--- src/rtl/peripheral_biu_arbiter.sv ---
// Round-robin sequencer that shares one downstream memory port among NUM_MASTERS requesters.
// Only one transaction is in flight at a time, and a response timeout recovers a port that never answers.
module peripheral_biu_arbiter #(
    parameter int NUM_MASTERS    = 4,
    parameter int AXI_ADDR_WIDTH = 64,
    parameter int AXI_DATA_WIDTH = 64,
    parameter int TIMEOUT        = 256
) (
    input  logic                                       clk_i,
    input  logic                                       rst_i,
    input  logic [NUM_MASTERS-1:0]                     m_req_i,
    input  logic [NUM_MASTERS-1:0]                     m_we_i,
    input  logic [NUM_MASTERS*AXI_ADDR_WIDTH-1:0]      m_addr_i,
    input  logic [NUM_MASTERS*(AXI_DATA_WIDTH/8)-1:0]  m_be_i,
    input  logic [NUM_MASTERS*AXI_DATA_WIDTH-1:0]      m_wdata_i,
    output logic [NUM_MASTERS-1:0]                     m_gnt_o,
    output logic [NUM_MASTERS-1:0]                     m_rvalid_o,
    output logic [NUM_MASTERS-1:0]                     m_err_o,
    output logic [AXI_DATA_WIDTH-1:0]                  m_rdata_o,
    output logic                                       busy_o,
    output logic                                       req_o,
    output logic                                       we_o,
    output logic [AXI_ADDR_WIDTH-1:0]                  addr_o,
    output logic [AXI_DATA_WIDTH/8-1:0]                be_o,
    output logic [AXI_DATA_WIDTH-1:0]                  data_o,
    input  logic                                       gnt_i,
    input  logic                                       rvalid_i,
    input  logic [AXI_DATA_WIDTH-1:0]                  data_i
);

    localparam int BW      = AXI_DATA_WIDTH / 8;
    localparam int IW      = (NUM_MASTERS > 1) ? $clog2(NUM_MASTERS) : 1;
    localparam int CW      = (TIMEOUT > 0) ? $clog2(TIMEOUT + 1) : 1;
    localparam int TO_LAST = (TIMEOUT > 0) ? TIMEOUT - 1 : 0;

    typedef enum logic [1:0] {
        IDLE,
        REQ,
        RSP
    } state_e;

    state_e                    state_q, state_d;
    logic [IW-1:0]             last_q, last_d;
    logic [IW-1:0]             idx_q, idx_d;
    logic                      req_q, req_d;
    logic                      we_q, we_d;
    logic [AXI_ADDR_WIDTH-1:0] addr_q, addr_d;
    logic [BW-1:0]             be_q, be_d;
    logic [AXI_DATA_WIDTH-1:0] data_q, data_d;
    logic [CW-1:0]             cnt_q, cnt_d;

    logic                      found;
    logic [IW-1:0]             winnerIdx;
    logic                      timeoutHit;

    // Scan starts one past the last winner, so the previous winner has the lowest priority.
    always_comb begin
        found     = 1'b0;
        winnerIdx = '0;
        for (int off = 1; off <= NUM_MASTERS; off++) begin
            if (!found && m_req_i[(int'(last_q) + off) % NUM_MASTERS]) begin
                found     = 1'b1;
                winnerIdx = IW'((int'(last_q) + off) % NUM_MASTERS);
            end
        end
    end

    always_comb begin
        state_d    = state_q;
        last_d     = last_q;
        idx_d      = idx_q;
        req_d      = req_q;
        we_d       = we_q;
        addr_d     = addr_q;
        be_d       = be_q;
        data_d     = data_q;
        cnt_d      = cnt_q;
        timeoutHit = 1'b0;
        case (state_q)
            IDLE: begin
                if (found) begin
                    state_d = REQ;
                    req_d   = 1'b1;
                    we_d    = m_we_i[winnerIdx];
                    addr_d  = m_addr_i[int'(winnerIdx)*AXI_ADDR_WIDTH +: AXI_ADDR_WIDTH];
                    be_d    = m_be_i[int'(winnerIdx)*BW +: BW];
                    data_d  = m_wdata_i[int'(winnerIdx)*AXI_DATA_WIDTH +: AXI_DATA_WIDTH];
                    last_d  = winnerIdx;
                    idx_d   = winnerIdx;
                end
            end
            REQ: begin
                if (gnt_i) begin
                    state_d = RSP;
                    req_d   = 1'b0;
                    cnt_d   = '0;
                end
            end
            RSP: begin
                if (rvalid_i) begin
                    state_d = IDLE;
                end else if (TIMEOUT != 0) begin
                    // A response arriving in the final cycle takes precedence over the timeout.
                    if (cnt_q == CW'(TO_LAST)) begin
                        timeoutHit = 1'b1;
                        state_d    = IDLE;
                    end else if (cnt_q < CW'(TO_LAST)) begin
                        cnt_d = cnt_q + 1'b1;
                    end
                end
            end
            default: state_d = IDLE;
        endcase
    end

    always_comb begin
        m_gnt_o    = '0;
        m_rvalid_o = '0;
        m_err_o    = '0;
        m_rdata_o  = '0;
        if (state_q == REQ && gnt_i) begin
            m_gnt_o[idx_q] = 1'b1;
        end
        if (state_q == RSP) begin
            m_rdata_o = timeoutHit ? '0 : data_i;
            if (rvalid_i || timeoutHit) begin
                m_rvalid_o[idx_q] = 1'b1;
            end
            if (timeoutHit) begin
                m_err_o[idx_q] = 1'b1;
            end
        end
    end

    always_ff @(posedge clk_i or posedge rst_i) begin
        if (rst_i) begin
            state_q <= IDLE;
            last_q  <= IW'(NUM_MASTERS - 1);
            idx_q   <= '0;
            req_q   <= 1'b0;
            we_q    <= 1'b0;
            addr_q  <= '0;
            be_q    <= '0;
            data_q  <= '0;
            cnt_q   <= '0;
        end else begin
            state_q <= state_d;
            last_q  <= last_d;
            idx_q   <= idx_d;
            req_q   <= req_d;
            we_q    <= we_d;
            addr_q  <= addr_d;
            be_q    <= be_d;
            data_q  <= data_d;
            cnt_q   <= cnt_d;
        end
    end

    assign busy_o = (state_q != IDLE);
    assign req_o  = req_q;
    assign we_o   = we_q;
    assign addr_o = addr_q;
    assign be_o   = be_q;
    assign data_o = data_q;

endmodule

--- config.mk ---
export PLATFORM = sky130hd
export DESIGN_NAME = peripheral_biu_arbiter
export DESIGN_NICKNAME = d
export VERILOG_FILES = /design/src/rtl/peripheral_biu_arbiter.sv
export SDC_FILE = /design/constraint.sdc
export NUM_CORES = 1
export LEC_CHECK = 0
export CAP_MARGIN = 30
export CORE_AREA = 2 2 324 326
export CTS_BUF_LIST = sky130_fd_sc_hd__clkbuf_16
export DETAILED_ROUTE_END_ITERATION = 8
export DIE_AREA = 0 0 326 328
export HOLD_SLACK_MARGIN = 0.12
export PLACE_DENSITY_LB_ADDON = 0.25
export SETUP_SLACK_MARGIN = 0.05
export SYNTH_ARGS = -nofsm -noshare
export SYNTH_HDL_FRONTEND = slang
export SYNTH_SLANG_ARGS = --single-unit
export TNS_END_PERCENT = 10
--- constraint.sdc ---
create_clock -name clk_i -period 7.2 [get_ports clk_i]
set_clock_uncertainty 0.15 [all_clocks]
set_input_delay 2.16 -clock clk_i [delete_from_list [all_inputs] [get_ports clk_i]]
set_output_delay 2.16 -clock clk_i [all_outputs]
set_load 0.02 [all_outputs]
==> flow_summary.json, run 1 <==
{
  "status": "completed",
  "num_rows": 118,
  "r2r_end": "addr_o[40]",
  "holdCritPathClass": "flip-flop to flip-flop",
  "syn_nets": 1573,
  "critical_path_class": "input port to primary output",
  "syn_area_per_cell_um2": 10.3,
  "vias_per_cell": 3.45,
  "cp-startpoint": "rvalid_i",
  "track_usage_pct": 9.80,
  "cts_tree": "done",
  "routedWlPerCell_um": 17.5,
  "crit_path_end_kind": "primary output",
  "synth_xor_area_share_pct": 0.446,
  "fin_crit_ps": 6410,
  "rsz0062_at_grt": "no",
  "synth-compound-area-share_pct": 14.1,
  "drv_slew": 0,
  "drive_gt1_share_pct": 3.94,
  "cts_max_path_buffers": 2,
  "netlist_area_mm2": 0.00982,
  "place.gp.congestion": 0.916,
  "slew-limit-headroom_pct": 36.2,
  "async_flop_share_pct": 100,
  "drc": 0,
  "clock-root-buffer": "clkbuf_16",
  "holdBufCountCts": 0,
  "pwr-share-seq_pct": 23.3,
  "cts_buffers": 17,
  "switching_power_mw": 2.90,
  "synth_edf_count": 0,
  "cpPeakStageDelay_ps": 620,
  "antenna_found_initial": 3,
  "dp_slack_ps": 814,
  "cp_common_cell": "clkdlybuf4s50_1",
  "tightestPinTransition_ps": 956,
  "ys_seq_area_share_pct": 39.0,
  "crit_slowest_cell": "clkdlybuf4s50_1",
  "area_growth_syn_to_layout_pct": 106,
  "drtIter0Drc": 364,
  "numPortBuffers": 834,
  "hpwl_um": 44100,
  "leakage_nw": 8.23,
  "crit_chain": "clkdlybuf4s50_1 > nor2_1 > a21oi_2 > buf_4 > and2_1 > clkdlybuf4s50_1",
  "start_kind": "input port",
  "die_area_mm2": 0.107,
  "netSwitchingFraction_pct": 44.1,
  "grt_pass1_vias": 11800,
  "period_share_pct": 89.0,
  "grt_util_met2_pct": 18.1,
  "max_freq_mhz": 156,
  "synth_area_leaders": "dfrtp_1 38%, mux2i_1 28%, o221ai_1 12%, nand2_1 5.8%, and2_1 4.1%",
  "p_per_area_mw_per_mm2": 325,
  "drt-total-wl_um": 54800,
  "clk_pin_slew_ps": 70,
  "nNetsFinal": 2362,
  "r2r_slack_ps": 4150,
  "grt_max_degree": 80,
  "grt_pass1_wl_um": 77500,
  "die_w_um": 326,
  "setup_viol": 0,
  "cts-resized-gates": 0,
  "p_comb_share_pct": 62.1,
  "place_area_mm2": 0.0196,
  "power_frac_clock_pct": 14.6,
  "fin_total_pwr_mw": 6.58,
  "design_area_mm2": 0.0203,
  "initial_core_util_pct": 9.51,
  "critPathArrivalTime_ps": 4100,
  "grt_overflow": 0,
  "vias": 10800,
  "p_int_mw": 3.68,
  "firstDrtPassIters": 5,
  "ios": 835,
  "synthCells": 951,
  "tns_ps": 0,
  "yosys.area_share.simple_pct": 12.3,
  "required_ps": 4890,
  "drv_cap": 0,
  "hold_viol_final": 0,
  "finalWorstSetupSlack_ps": 791,
  "r2r_cells": 6,
  "use_met3_pct": 2.90,
  "die_h_um": 328,
  "synth_ff_type": "dfrtp_1",
  "drtAntennaViolNets": 0,
  "synth_cell_types": 39,
  "met1_usage_pct": 10.3,
  "yosys.area_share.adder_pct": 0.255,
  "reg2reg_from": "last_q[1]",
  "clock_latency_ps": 490,
  "cp_max_fo": 64,
  "coreArea_mm2": 0.103,
  "post-cts-setup-buffer-count": 0,
  "synth_top_family_by_area": "multiplexers",
  "yosysWarnings": 0,
  "ys_seq_elements": 153,
  "cts_sinks": 153,
  "muxShareOfSynthArea_pct": 28.0,
  "yosys.area.top_type": "dfrtp_1",
  "htreeDepth": 4,
  "synth_top_area_share_pct": 38.5,
  "endpoint": "m_rdata_o[50]",
  "max-vdd-ir-drop_mv": 0.161,
  "gr-max-usage-layer": "met2"
}
[worst max-delay path: cells and delay by family]
kind,cells,cell delay [ps]
AND/OR/NAND/NOR,2,280
AO/OA/AOI/OAI,1,130
buffers and inverters,3,1510
[registers in the layout, summed over array words and instances (netlist names), 2 cells and up]
signal	count
last_q	2
addr_o	64
cnt_q	9
be_o	8
state_q	2
data_o	64
idx_q	2
[worst min-delay path by stage]
stage	start	endpoint	cells past startpoint
floorplan	cnt_q[7]	cnt_q[7]	2
global placement	addr_o[22]	addr_o[22]	2
detailed placement	addr_o[25]	addr_o[25]	2
CTS	addr_o[25]	addr_o[25]	2
global route	data_o[19]	data_o[19]	2
finish	req_o	req_o	2
[cell type report]
class	instances	area [µm²]
inverters	7	31.3
multi-input cells	704	5450
well taps	1380	1730
flip-flops and latches	153	3830
clock inverters	15	158
fillers	11200	82900
diodes	3	7.51
repair buffers	857	8630
clock buffers	17	425
[placed cells by master (no fill, tap or decap), types with 3 or more instances in the layout]
| master | count |
|---|---|
| inv_6 | 6 |
| diode_2 | 3 |
| nand2b_1 | 3 |
| inv_1 | 6 |
| clkdlybuf4s50_1 | 834 |
| and2_1 | 65 |
| xnor2_1 | 4 |
| buf_12 | 7 |
| clkbuf_16 | 17 |
| a21oi_1 | 6 |
| a211oi_1 | 5 |
| nand2_1 | 151 |
| clkinv_4 | 4 |
| dfrtp_1 | 151 |
| o221ai_1 | 137 |
| inv_8 | 3 |
| nor2_1 | 24 |
| mux2i_1 | 275 |
| nor3_1 | 3 |
| nand2b_4 | 3 |
| buf_4 | 15 |
[through the flow]
| step | cells | util, % | hold slack (ps) |
|---|---|---|---|
| after floorplan | 951 | - | 335 |
| after global placement | 3100 | 19.0 | 321 |
| after detailed placement | 3100 | 19.0 | 322 |
| after CTS | 3132 | 19.6 | 340 |
| after global routing | 3136 | 19.6 | 357 |
| final | 3136 | 19.6 | 336 |
[layer usage]
| metal | wire (µm) | up-vias |
|---|---|---|
| met3 | 3490 | 46 |
| met2 | 29400 | 451 |
| li1 | - | 5133 |
| met1 | 20400 | 5184 |
| met5 | 0 | - |
| met4 | 1400 | 0 |
[cells in the mapped netlist, types with 5 or more instances]
cell,instances
a211oi_1,5
a21oi_1,7
and2_1,65
buf_2,7
buf_6,27
clkbuf_1,50
dfrtp_1,151
inv_1,7
mux2i_1,275
nand2_1,152
nand2b_1,5
nor2_1,24
o221ai_1,137
[power groups by stage]
| stage | sequential [mW] | combinational [mW] | clock [mW] |
|---|---|---|---|
| 2_1_floorplan | 1.95 | 1.85 | 0 |
| 3_3_place_gp | 1.54 | 4.13 | 0 |
| 3_5_place_dp | 1.55 | 4.14 | 0 |
| 4_1_cts | 1.54 | 4.15 | 1.03 |
| 5_1_grt | 1.59 | 4.38 | 1.05 |
| 6_report | 1.53 | 4.09 | 0.959 |
[cell families (layout without fill, tap and decap cells)]
| kind of cell | count (synthesis) | in the layout |
|---|---|---|
| XOR/XNOR | 5 | 5 |
| adder cells (fa/ha/maj) | 2 | 2 |
| buffers and inverters | 94 | 896 |
| AO/OA/AOI/OAI | 160 | 160 |
| flip-flops | 153 | 153 |
| multiplexers | 275 | 275 |
| other | 0 | 3 |
| AND/OR/NAND/NOR | 262 | 262 |
(Power assumes the default switching activity.)
==> inputs of run 2 (changes only) <==
--- a/config.mk
+++ b/config.mk
@@ -12,7 +12,7 @@
 export DIE_AREA = 0 0 326 328
 export HOLD_SLACK_MARGIN = 0.12
 export PLACE_DENSITY_LB_ADDON = 0.25
-export SETUP_SLACK_MARGIN = 0.05
+export SETUP_SLACK_MARGIN = 0.4
 export SYNTH_ARGS = -nofsm -noshare
 export SYNTH_HDL_FRONTEND = slang
 export SYNTH_SLANG_ARGS = --single-unit
==> results of run 2 <==
The final DEF is identical to that of run 1; final timing and power are the same.
==> inputs of run 3 (changes only) <==
--- a/config.mk
+++ b/config.mk
@@ -10,9 +10,10 @@
 export CTS_BUF_LIST = sky130_fd_sc_hd__clkbuf_16
 export DETAILED_ROUTE_END_ITERATION = 8
 export DIE_AREA = 0 0 326 328
-export HOLD_SLACK_MARGIN = 0.12
+export HOLD_SLACK_MARGIN = 0.05
 export PLACE_DENSITY_LB_ADDON = 0.25
 export SETUP_SLACK_MARGIN = 0.4
+export SLEW_MARGIN = 20
 export SYNTH_ARGS = -nofsm -noshare
 export SYNTH_HDL_FRONTEND = slang
 export SYNTH_SLANG_ARGS = --single-unit
==> run 3 against run 2 <==
  * Critical path depth stayed put
  * Sequential cell count stayed put
  * Design area stayed put
  * Clock-buffer cell count stayed put
  * Largest cell class unchanged
  * Global-route usage stayed put
  * Critical endpoint unchanged
  * Hold slack better by 1.8 ps
  * Sequential share of layout area stayed put
  * Via count hardly changed
  * Die area stayed put
==> flow_summary.json, run 3 (synthesis results as in run 1) <==
{
  "firstDrtPassIters": 5,
  "final_common_cell": "clkdlybuf4s50_1",
  "htreeDepth": 4,
  "clock_latency_ps": 490,
  "numPortBuffers": 834,
  "track_usage_pct": 9.80,
  "hpwl_um": 44100,
  "cts_buffers": 17,
  "tightestPinTransition_ps": 956,
  "vias_per_cell": 3.45,
  "setup_viol": 0,
  "grt_pass1_wl_um": 77500,
  "status": "completed",
  "initial_core_util_pct": 9.51,
  "holdCritPathClass": "flip-flop to flip-flop",
  "num_rows": 118,
  "fin_crit_ps": 6410,
  "nNetsFinal": 2362,
  "rsz0062_at_grt": "no",
  "final_cell_mix": "834 x clkdlybuf4s50_1, 275 x mux2i_1, 151 x nand2_1, 151 x dfrtp_1, 137 x o221ai_1",
  "crit_path_end_kind": "primary output",
  "routedWlPerCell_um": 17.5,
  "drtAntennaViolNets": 0,
  "r2r_slack_ps": 4180,
  "p_per_area_mw_per_mm2": 325,
  "antenna_found_initial": 3,
  "critical_path_class": "input port to primary output",
  "grt_overflow": 0,
  "leakage_nw": 8.23,
  "slew-limit-headroom_pct": 36.2,
  "r2r_cells": 6,
  "tns_ps": 0,
  "vias": 10800,
  "grt_max_degree": 80,
  "max_freq_mhz": 156,
  "place.gp.congestion": 0.916,
  "max-vdd-ir-drop_mv": 0.159,
  "die_area_mm2": 0.107,
  "drv_slew": 0,
  "critPathArrivalTime_ps": 4100,
  "post-cts-setup-buffer-count": 0,
  "coreArea_mm2": 0.103,
  "grt_pass1_vias": 11800,
  "cts-resized-gates": 0,
  "cts_max_path_buffers": 2,
  "drt-total-wl_um": 54800,
  "period_share_pct": 89.0,
  "cts_sinks": 153,
  "fin_total_pwr_mw": 6.58,
  "cp_max_fo": 64,
  "die_w_um": 326,
  "die_h_um": 328,
  "clk_pin_slew_ps": 60,
  "whs_path_depth": 2,
  "drv_cap": 0,
  "drtIter0Drc": 393,
  "hold_viol_final": 0,
  "cts_tree": "done",
  "holdBufCountCts": 0,
  "required_ps": 4890,
  "area_growth_syn_to_layout_pct": 106,
  "clock-root-buffer": "clkbuf_16",
  "start_kind": "input port",
  "ios": 835,
  "drive_gt1_share_pct": 3.94,
  "drc": 0
}
==> run 3: cell counts in the layout (fill, tap and decap cells not counted) <==
No cell type changed its count.
==> run 3: path summary, 6_finish.rpt <==
kind,start,end
hold reg to reg,addr_o[25],addr_o[25]
hold / removal,addr_o[25],addr_o[25]
min in group asynchronous,rst_i,data_o[15]
setup / recovery,rvalid_i,m_rdata_o[50]
max in group asynchronous,rst_i,addr_o[1]
setup reg to reg,last_q[1],addr_o[40]
==> run 3: power breakdown <==
part	internal (mW)	switching, mW
sequential	1.28	0.255
clock	0.489	0.469
combinational	1.91	2.18
==> run 3: final cells by class <==
type / instances / area (µm²)
timing repair buffer: 857 / 8630
antenna: 3 / 7.51
clock buffer: 17 / 425
clock inverter: 15 / 158
inverter: 7 / 31.3
tap: 1380 / 1730
sequential: 153 / 3830
fill: 11200 / 82900
multi-input combinational: 704 / 5450
==> run 3: layer usage <==
layer | routed length [µm] | vias up | part of all wire (%) | track usage, %
met5 | 0 | - | 0 | 0
met4 | 1410 | 0 | 2.6 | 3.86
met3 | 3540 | 46 | 6.5 | 2.90
met2 | 29500 | 450 | 54 | 18.1
met1 | 20300 | 5189 | 37 | 10.3
li1 | - | 5136 | - | -
==> run 3: worst max-delay path, cell delays in order <==
cell	delay (ps)
clkdlybuf4s50_1	500
nor2_1	80
a21oi_2	130
buf_4	390
and2_1	200
clkdlybuf4s50_1	620
==> run 3: stage by stage <==
stage / instance area [µm²] / setup slack [ps] / hold WS, ps / util (%) / cells
after floorplan: 9820 / 772 / 335 / - / 951
final: 20300 / 791 / 338 / 19.6 / 3136
after global placement: 19600 / 882 / 321 / 19.0 / 3100
after CTS: 20200 / 811 / 340 / 19.6 / 3132
after detailed placement: 19600 / 814 / 322 / 19.0 / 3100
after global routing: 20300 / 687 / 357 / 19.6 / 3136
